**src/rtl/pc_8bit_stack.sv**
```systemverilog
// rtl/pc_8bit_stack.sv - program counter with a LIFO return-address stack
//
// Purpose:
//   Holds the instruction address for the next fetch stage. Each cycle it
//   holds, increments, loads a jump target, calls (push return address and
//   jump) or returns (pop). Priority: reset > ret > call > load > inc > hold.
//
// Ports:
//   clk       in   rising-edge clock
//   reset     in   synchronous, active-high reset
//   inA       in   [WIDTH] jump/call target from the upstream mux
//   load      in   jump: out <= inA
//   inc       in   advance: out <= out + 1 (wraps)
//   call      in   push out + 1, then out <= inA
//   ret       in   out <= popped return address
//   out       out  [WIDTH] current PC (registered)
//   depth     out  [DW] number of valid stack entries (registered)
//   overflow  out  sticky: call seen with the stack full
//   underflow out  sticky: ret seen with the stack empty

module pc_8bit_stack #(
  parameter int WIDTH = 8,
  parameter int DEPTH = 4,
  parameter int DW    = 3
) (
  input  logic             clk,
  input  logic             reset,
  input  logic [WIDTH-1:0] inA,
  input  logic             load,
  input  logic             inc,
  input  logic             call,
  input  logic             ret,
  output logic [WIDTH-1:0] out,
  output logic [DW-1:0]    depth,
  output logic             overflow,
  output logic             underflow
);

  // Index width of the stack array; DEPTH is a power of two.
  localparam int AW = $clog2(DEPTH);

  typedef enum logic [2:0] {
    CMD_HOLD,
    CMD_INC,
    CMD_LOAD,
    CMD_CALL,
    CMD_RET
  } cmd_e;

  logic [WIDTH-1:0] pc_q, pc_d;
  logic [DW-1:0]    depth_q, depth_d;
  logic             ovf_q, ovf_d;
  logic             unf_q, unf_d;
  logic [WIDTH-1:0] stack_q [DEPTH];

  cmd_e             cmd;
  logic             stack_full;
  logic             stack_empty;
  logic             push_en;
  logic [AW-1:0]    push_idx;
  logic [AW-1:0]    pop_idx;
  logic [DW-1:0]    depth_m1;
  logic [WIDTH-1:0] pc_plus1;

  assign stack_full  = (depth_q == DW'(DEPTH));
  assign stack_empty = (depth_q == '0);
  assign depth_m1    = depth_q - DW'(1);
  // depth only reaches DEPTH when full, and no push happens then, so the
  // low AW bits are a valid index whenever they are used.
  assign push_idx    = depth_q[AW-1:0];
  assign pop_idx     = depth_m1[AW-1:0];
  assign pc_plus1    = pc_q + WIDTH'(1);

  // Command decode in priority order; reset is handled in the register.
  always_comb begin
    cmd = CMD_HOLD;
    if (ret) begin
      cmd = CMD_RET;
    end else if (call) begin
      cmd = CMD_CALL;
    end else if (load) begin
      cmd = CMD_LOAD;
    end else if (inc) begin
      cmd = CMD_INC;
    end
  end

  always_comb begin
    pc_d    = pc_q;
    depth_d = depth_q;
    ovf_d   = ovf_q;
    unf_d   = unf_q;
    push_en = 1'b0;
    unique case (cmd)
      CMD_INC:  pc_d = pc_plus1;
      CMD_LOAD: pc_d = inA;
      CMD_CALL: begin
        // The jump happens even when the push is refused.
        pc_d = inA;
        if (stack_full) begin
          ovf_d = 1'b1;
        end else begin
          push_en = 1'b1;
          depth_d = depth_q + DW'(1);
        end
      end
      CMD_RET: begin
        if (stack_empty) begin
          unf_d = 1'b1;
        end else begin
          pc_d    = stack_q[pop_idx];
          depth_d = depth_m1;
        end
      end
      default: ;
    endcase
  end

  always_ff @(posedge clk) begin
    if (reset) begin
      pc_q    <= '0;
      depth_q <= '0;
      ovf_q   <= 1'b0;
      unf_q   <= 1'b0;
    end else begin
      pc_q    <= pc_d;
      depth_q <= depth_d;
      ovf_q   <= ovf_d;
      unf_q   <= unf_d;
    end
  end

  // Stack contents need no reset; depth alone defines which entries are valid.
  always_ff @(posedge clk) begin
    if (!reset && push_en) begin
      stack_q[push_idx] <= pc_plus1;
    end
  end

  assign out       = pc_q;
  assign depth     = depth_q;
  assign overflow  = ovf_q;
  assign underflow = unf_q;

endmodule

```
**config.mk**
```make
export PLATFORM = sky130hd
export DESIGN_NAME = pc_8bit_stack
export DESIGN_NICKNAME = d
export VERILOG_FILES = /design/src/rtl/pc_8bit_stack.sv
export SDC_FILE = /design/constraint.sdc
export NUM_CORES = 1
export LEC_CHECK = 0
export ABC_AREA = 1
export BUFFER_PORTS_ARGS = -buffer_cell sky130_fd_sc_hd__buf_2
export CELL_PAD_IN_SITES_DETAIL_PLACEMENT = 1
export CELL_PAD_IN_SITES_GLOBAL_PLACEMENT = 2
export CORE_MARGIN = 2
export CORE_UTILIZATION = 35
export DETAILED_ROUTE_END_ITERATION = 12
export PLACE_DENSITY = 0.85
export SKIP_LAST_GASP = 1
export SLEW_MARGIN = 20
export SYNTH_ARGS = -nofsm -noshare
export SYNTH_HDL_FRONTEND = slang
export SYNTH_SLANG_ARGS = --single-unit
```
**constraint.sdc**
```tcl
create_clock -name clk -period 2.3 [get_ports clk]
set_input_delay 0.46 -clock clk [delete_from_list [all_inputs] [get_ports clk]]
set_output_delay 0.46 -clock clk [all_outputs]
set_load 0.01 [all_outputs]
```
Word-level counts from Yosys, hierarchy flattened
Memory sizes are Yosys's and may differ from the RTL's.
Index checks and enable logic that the tools add are counted.
{"block": "classes", "eq_ne": 7, "n_div": 0, "bitwise_logic": 0, "mul": 0, "shift": 0, "magnitude_cmp": 0, "reduce_logical": 10, "add_sub_neg": 3, "muxes": 13}
{"cell": "$pmux 8 s3", "n": 1}
{"cell": "$mux 3", "n": 3}
{"cell": "$add 8x1->8 const B", "n": 1}
{"cell": "$mux 8", "n": 1}
{"cell": "$eq 3x2->1 const B", "n": 2}
{"cell": "$eq 3x3->1 const B", "n": 2}
{"cell": "$pmux 3 s2", "n": 1}
{"cell": "$reduce_and 2->1", "n": 3}
{"cell": "$mux 1", "n": 5}
{"cell": "$mux 2", "n": 2}
{"cell": "$ne 2x2->1 const B", "n": 2}
{"cell": "$add 3x1->3 const B", "n": 1}
{"cell": "$eq 3x1->1 const B", "n": 1}
{"cell": "$logic_not 3->1", "n": 1}
{"cell": "$reduce_and 3->1", "n": 1}
{"cell": "$reduce_bool 3->1", "n": 1}
{"cell": "$sub 3x1->3 const B", "n": 1}
{"cell": "$reduce_bool 2->1", "n": 1}
{"cell": "$reduce_or 2->1", "n": 1}
{"cell": "$logic_and 1x1->1", "n": 1}
{"cell": "$logic_not 1->1", "n": 1}
{"block": "totals", "out_inout_bits": 13, "wordCells": 38, "romBits": 0, "in_bits": 14, "ram_bits": 32, "latch_bits": 0, "register_bits": 13, "memories": 1}
{"name": "stack_q", "depth": 4, "word_bits": 8, "rd": 1, "rd_clocked_by_memory_dff": 0, "wr": 1, "line": "54", "source": "logic [WIDTH-1:0] stack_q [DEPTH];"}

Logic depth before layout (Yosys ltp)
{"block": "depth", "word_depth": 9, "mapped_depth": 11}

Worst setup path before layout
Ideal clock, no wire load.
{"block": "synth_path", "kind": "register to register", "from": "reg depth_q[0] (netlist: depth[0])", "to": "mem stack_q[2][0] (enable)", "setup_slack_ns": 0.248, "stages_incl_launch_ff": 8, "path_buffers": 2, "t_required_ns": 1.929, "arrival_ns": 1.681, "synth_period_minus_slack_ns": 2.052, "path_cell_list": "dfxtp_1 -> buf_6 -> inv_2 -> buf_4 -> ha_1 -> nand2_1 -> nand4_1 -> nor2_1"}
{"block": "synth_via", "elab_chain_len": 6}
{"element": "start, declared", "line": "51", "source": "logic [DW-1:0] depth_q, depth_d;"}
{"element": "start signal, assigned", "line": "127", "source": "depth_q <= depth_d;"}
{"element": "$eq 3x3->1", "line": "65", "source": "assign stack_full = (depth_q == DW'(DEPTH));"}
{"element": "$mux 1", "line": "100", "source": "if (stack_full) begin"}
{"element": "$mux 1", "line": "94", "source": "unique case (cmd)"}
{"element": "$logic_and 1x1->1", "line": "135", "source": "if (!reset && push_en) begin"}
{"element": "$mux 1", "line": "135"}
{"element": "$mux 1 (implied by the code)", "line": "136", "source": "stack_q[push_idx] <= pc_plus1;"}
{"element": "end, declared", "line": "54"}
Parallel ways exist; a longest one is shown, timed or not.

Worst setup path in the final report
{"block": "layout_path", "from": "reg depth_q[1] (netlist: depth[1])", "to": "mem stack_q[3][7] (enable)"}
Same word-level chain as after synthesis.

==> impl_metrics.json <==
{
  "clkSlewWorstSetupHoldPaths_ns": 0.08,
  "synth_nets": 280,
  "die_area_mm2": 0.007002,
  "syn_area_mm2": 0.002222,
  "synth_edf_count": 32,
  "drive_above_1_share_pct": 16.22,
  "end_kind": "register",
  "final_hold_viol_count": 0,
  "cts_resized": 0,
  "vdd_drop_max_mv": 0.3332,
  "synth_top_cell_area_share_pct": 43.24,
  "worst_r2r_endpoint": "stack_q[3][7]",
  "initial_core_util_pct": 35.61,
  "use_met3_pct": 3.363,
  "nFillCells": 786,
  "clock_sinks": 45,
  "status": "finished, final reports clean",
  "path_class": "reg2reg",
  "fp.coreArea_mm2": 0.006241,
  "synthTopCellsByCount": "69 x nand2_1, 44 x nor2_1, 32 x edfxtp_1",
  "port_buffers": 26,
  "area_delta_synth_final_pct": 15.77,
  "yosysWarnings": 0,
  "cts_root_buffer": "clkbuf_8",
  "clock_path_buffers": 2,
  "drc": 0,
  "final-setup-viol-count": 0,
  "max_slew.worst_pin.slew_ns": 0.5236,
  "fmax_mhz": 576.5,
  "hold_path.class": "in2reg",
  "ant_nets": 0,
  "avgSynthCellArea_um2": 8.547,
  "rr_worst_depth": 6,
  "final_max_slew_viol_count": 0,
  "synth_most_common_cell": "nand2_1",
  "gp_congestion": 0.8306,
  "rows": 29,
  "grt.busiest_layer": "met2",
  "avgRoutedWirePerCell_um": 16.25,
  "power.density_mw_per_mm2": 841.1,
  "seq_area_mm2": 0.001221,
  "globalRouteMet2Util_pct": 32.58,
  "timing.rr.start": "depth[1]",
  "seq_area_frac_synth_pct": 54.95,
  "nets": 315,
  "leakagePower_nw": 1.153,
  "via_per_inst": 4.823,
  "multiInputGateArea_um2": 853.3,
  "grt_use_total_pct": 18.64,
  "die_y_um": 83.68,
  "relSlewSlack_pct": 64.97,
  "grt_overflow": 0,
  "grt_first_pass_wirelength_um": 9880,
  "crit_path_max_fanout": 8,
  "routed_wl_um": 6063,
  "fp.dieW_um": 83.68,
  "async_flop_share_pct": 0,
  "vias": 1799,
  "cts_hold_buf": 0,
  "worstPathArrival_ns": 1.75,
  "antenna_found_initial": 0,
  "min_to": "depth[2]",
  "cts_buffers": 5,
  "hold_path.startpoint": "reset",
  "worstHoldPathCells": 2,
  "ioPinCount": 27,
  "num_antenna_cells": 0,
  "period_share_pct": 75.41,
  "worst_slack_ns": 0.5655,
  "drtIter0Drc": 125,
  "netlist_instances": 260,
  "ys.flop_type": "edfxtp_1",
  "setup_tns_ns": 0,
  "grt_max_degree": 21,
  "rsz0062_at_grt": "no",
  "clock_skew_ns": 0.005220,
  "hpwl_um": 4671,
  "postCtsSetupRepairBufs": 0,
  "fin_crit_ns": 1.734,
  "startpoint_type": "register",
  "ys_types": 24,
  "place_ws_ns": 0.5167,
  "clk_latency_ns": 0.30,
  "yosys.area.top_type": "edfxtp_1",
  "drt-pass1-iter-count": 4,
  "synth_area_leaders": "edfxtp_1 43%, dfxtp_1 12%, nand2_1 12%, nor2_1 7.4%, nand3_1 5.0%",
  "grt_util_met1_pct": 22.82,
  "ys_ff_latch": 45,
  "r2r_slack_ns": 0.57,
  "grt_pass1_vias": 1903,
  "max-cap-violations": 0,
  "cp_data_required_time_ns": 2.31,
  "h-tree-depth": 2,
  "tritoncts": "done"
}
## state kept, by name (all words and copies together) (netlist names)
register   flops
stack_q       32
depth          3
overflow       1
out            8
underflow      1
## kinds of logic (layout without fill, tap and decap cells)
| family | after synthesis | after routing | synth area share, % |
|---|---|---|---|
| XOR/XNOR | 3 | 3 | 1.183 |
| AO/OA/AOI/OAI | 28 | 28 | 6.419 |
| AND/OR/NAND/NOR | 144 | 144 | 27.42 |
| adder cells (fa/ha/maj) | 6 | 6 | 3.378 |
| flip-flops | 45 | 45 | 54.95 |
| buffers and inverters | 34 | 70 | 6.644 |
## through the flow
stage | std cells | power, mW | hold slack [ns] | util, % | cell area (um^2)
after detailed placement | 365 | 1.596 | 0.4475 | 39.45 | 2462
after global routing | 373 | 2.303 | 0.4232 | 41.22 | 2572
final | 373 | 2.164 | 0.4136 | 41.22 | 2572
after CTS | 373 | 2.189 | 0.4113 | 41.22 | 2572
after global placement | 365 | 1.577 | 0.4361 | 39.45 | 2462
after floorplan | 260 | 1.374 | 0.4680 | - | 2222
## worst max-delay path, stage by stage (launching register included)
cell     delay [ns]
dfxtp_1        0.38
inv_1          0.11
ha_1           0.27
nand2_1        0.14
nand4_1        0.18
nor2_1         0.18
buf_4          0.19
## how the worst max path moves through the flow
stage                  start       endpoint  slack [ns]  cells after the start
floorplan           depth[0]  stack_q[2][0]        0.25                      7
global placement         ret  stack_q[3][1]        0.56                      5
detailed placement       ret  stack_q[3][7]        0.52                      5
CTS                 depth[1]  stack_q[3][7]        0.54                      6
global route        depth[1]  stack_q[3][3]        0.46                      6
finish              depth[1]  stack_q[3][7]        0.57                      6
## area by class of cell
cell class	count	share of cell area [%]
Clock inverter	3	1.605
Clock buffer	5	2.675
Inverter	29	4.231
Multi-Input combinational cell	181	33.17
Tap cell	77	3.745
Timing Repair Buffer	33	7.101
Sequential cell	45	47.47
## per-layer routing
| metal | up-vias | routed length [um] |
|---|---|---|
| li1 | 906 | - |
| met1 | 853 | 2656 |
| met4 | 0 | 102 |
| met5 | - | 0 |
| met2 | 33 | 3146 |
| met3 | 7 | 157 |
## cell usage in the layout, fill, tap and decap left out, types with 2 or more instances in the layout
cell	instances
nand3_1	22
xor2_1	3
nand2_1	69
buf_4	7
nor2_1	44
clkbuf_8	5
buf_2	26
o21ai_0	10
ha_1	6
nand2_4	2
o21ai_1	6
dfxtp_1	13
a21oi_1	11
edfxtp_1	32
inv_2	3
inv_1	26
## report_power, final
| part | switching [mW] | internal (mW) |
|---|---|---|
| clock network | 0.273 | 0.320 |
| registers | 0.0558 | 0.951 |
| logic | 0.381 | 0.182 |
| total | 0.710 | 1.45 |
(Power assumes the default switching activity.)
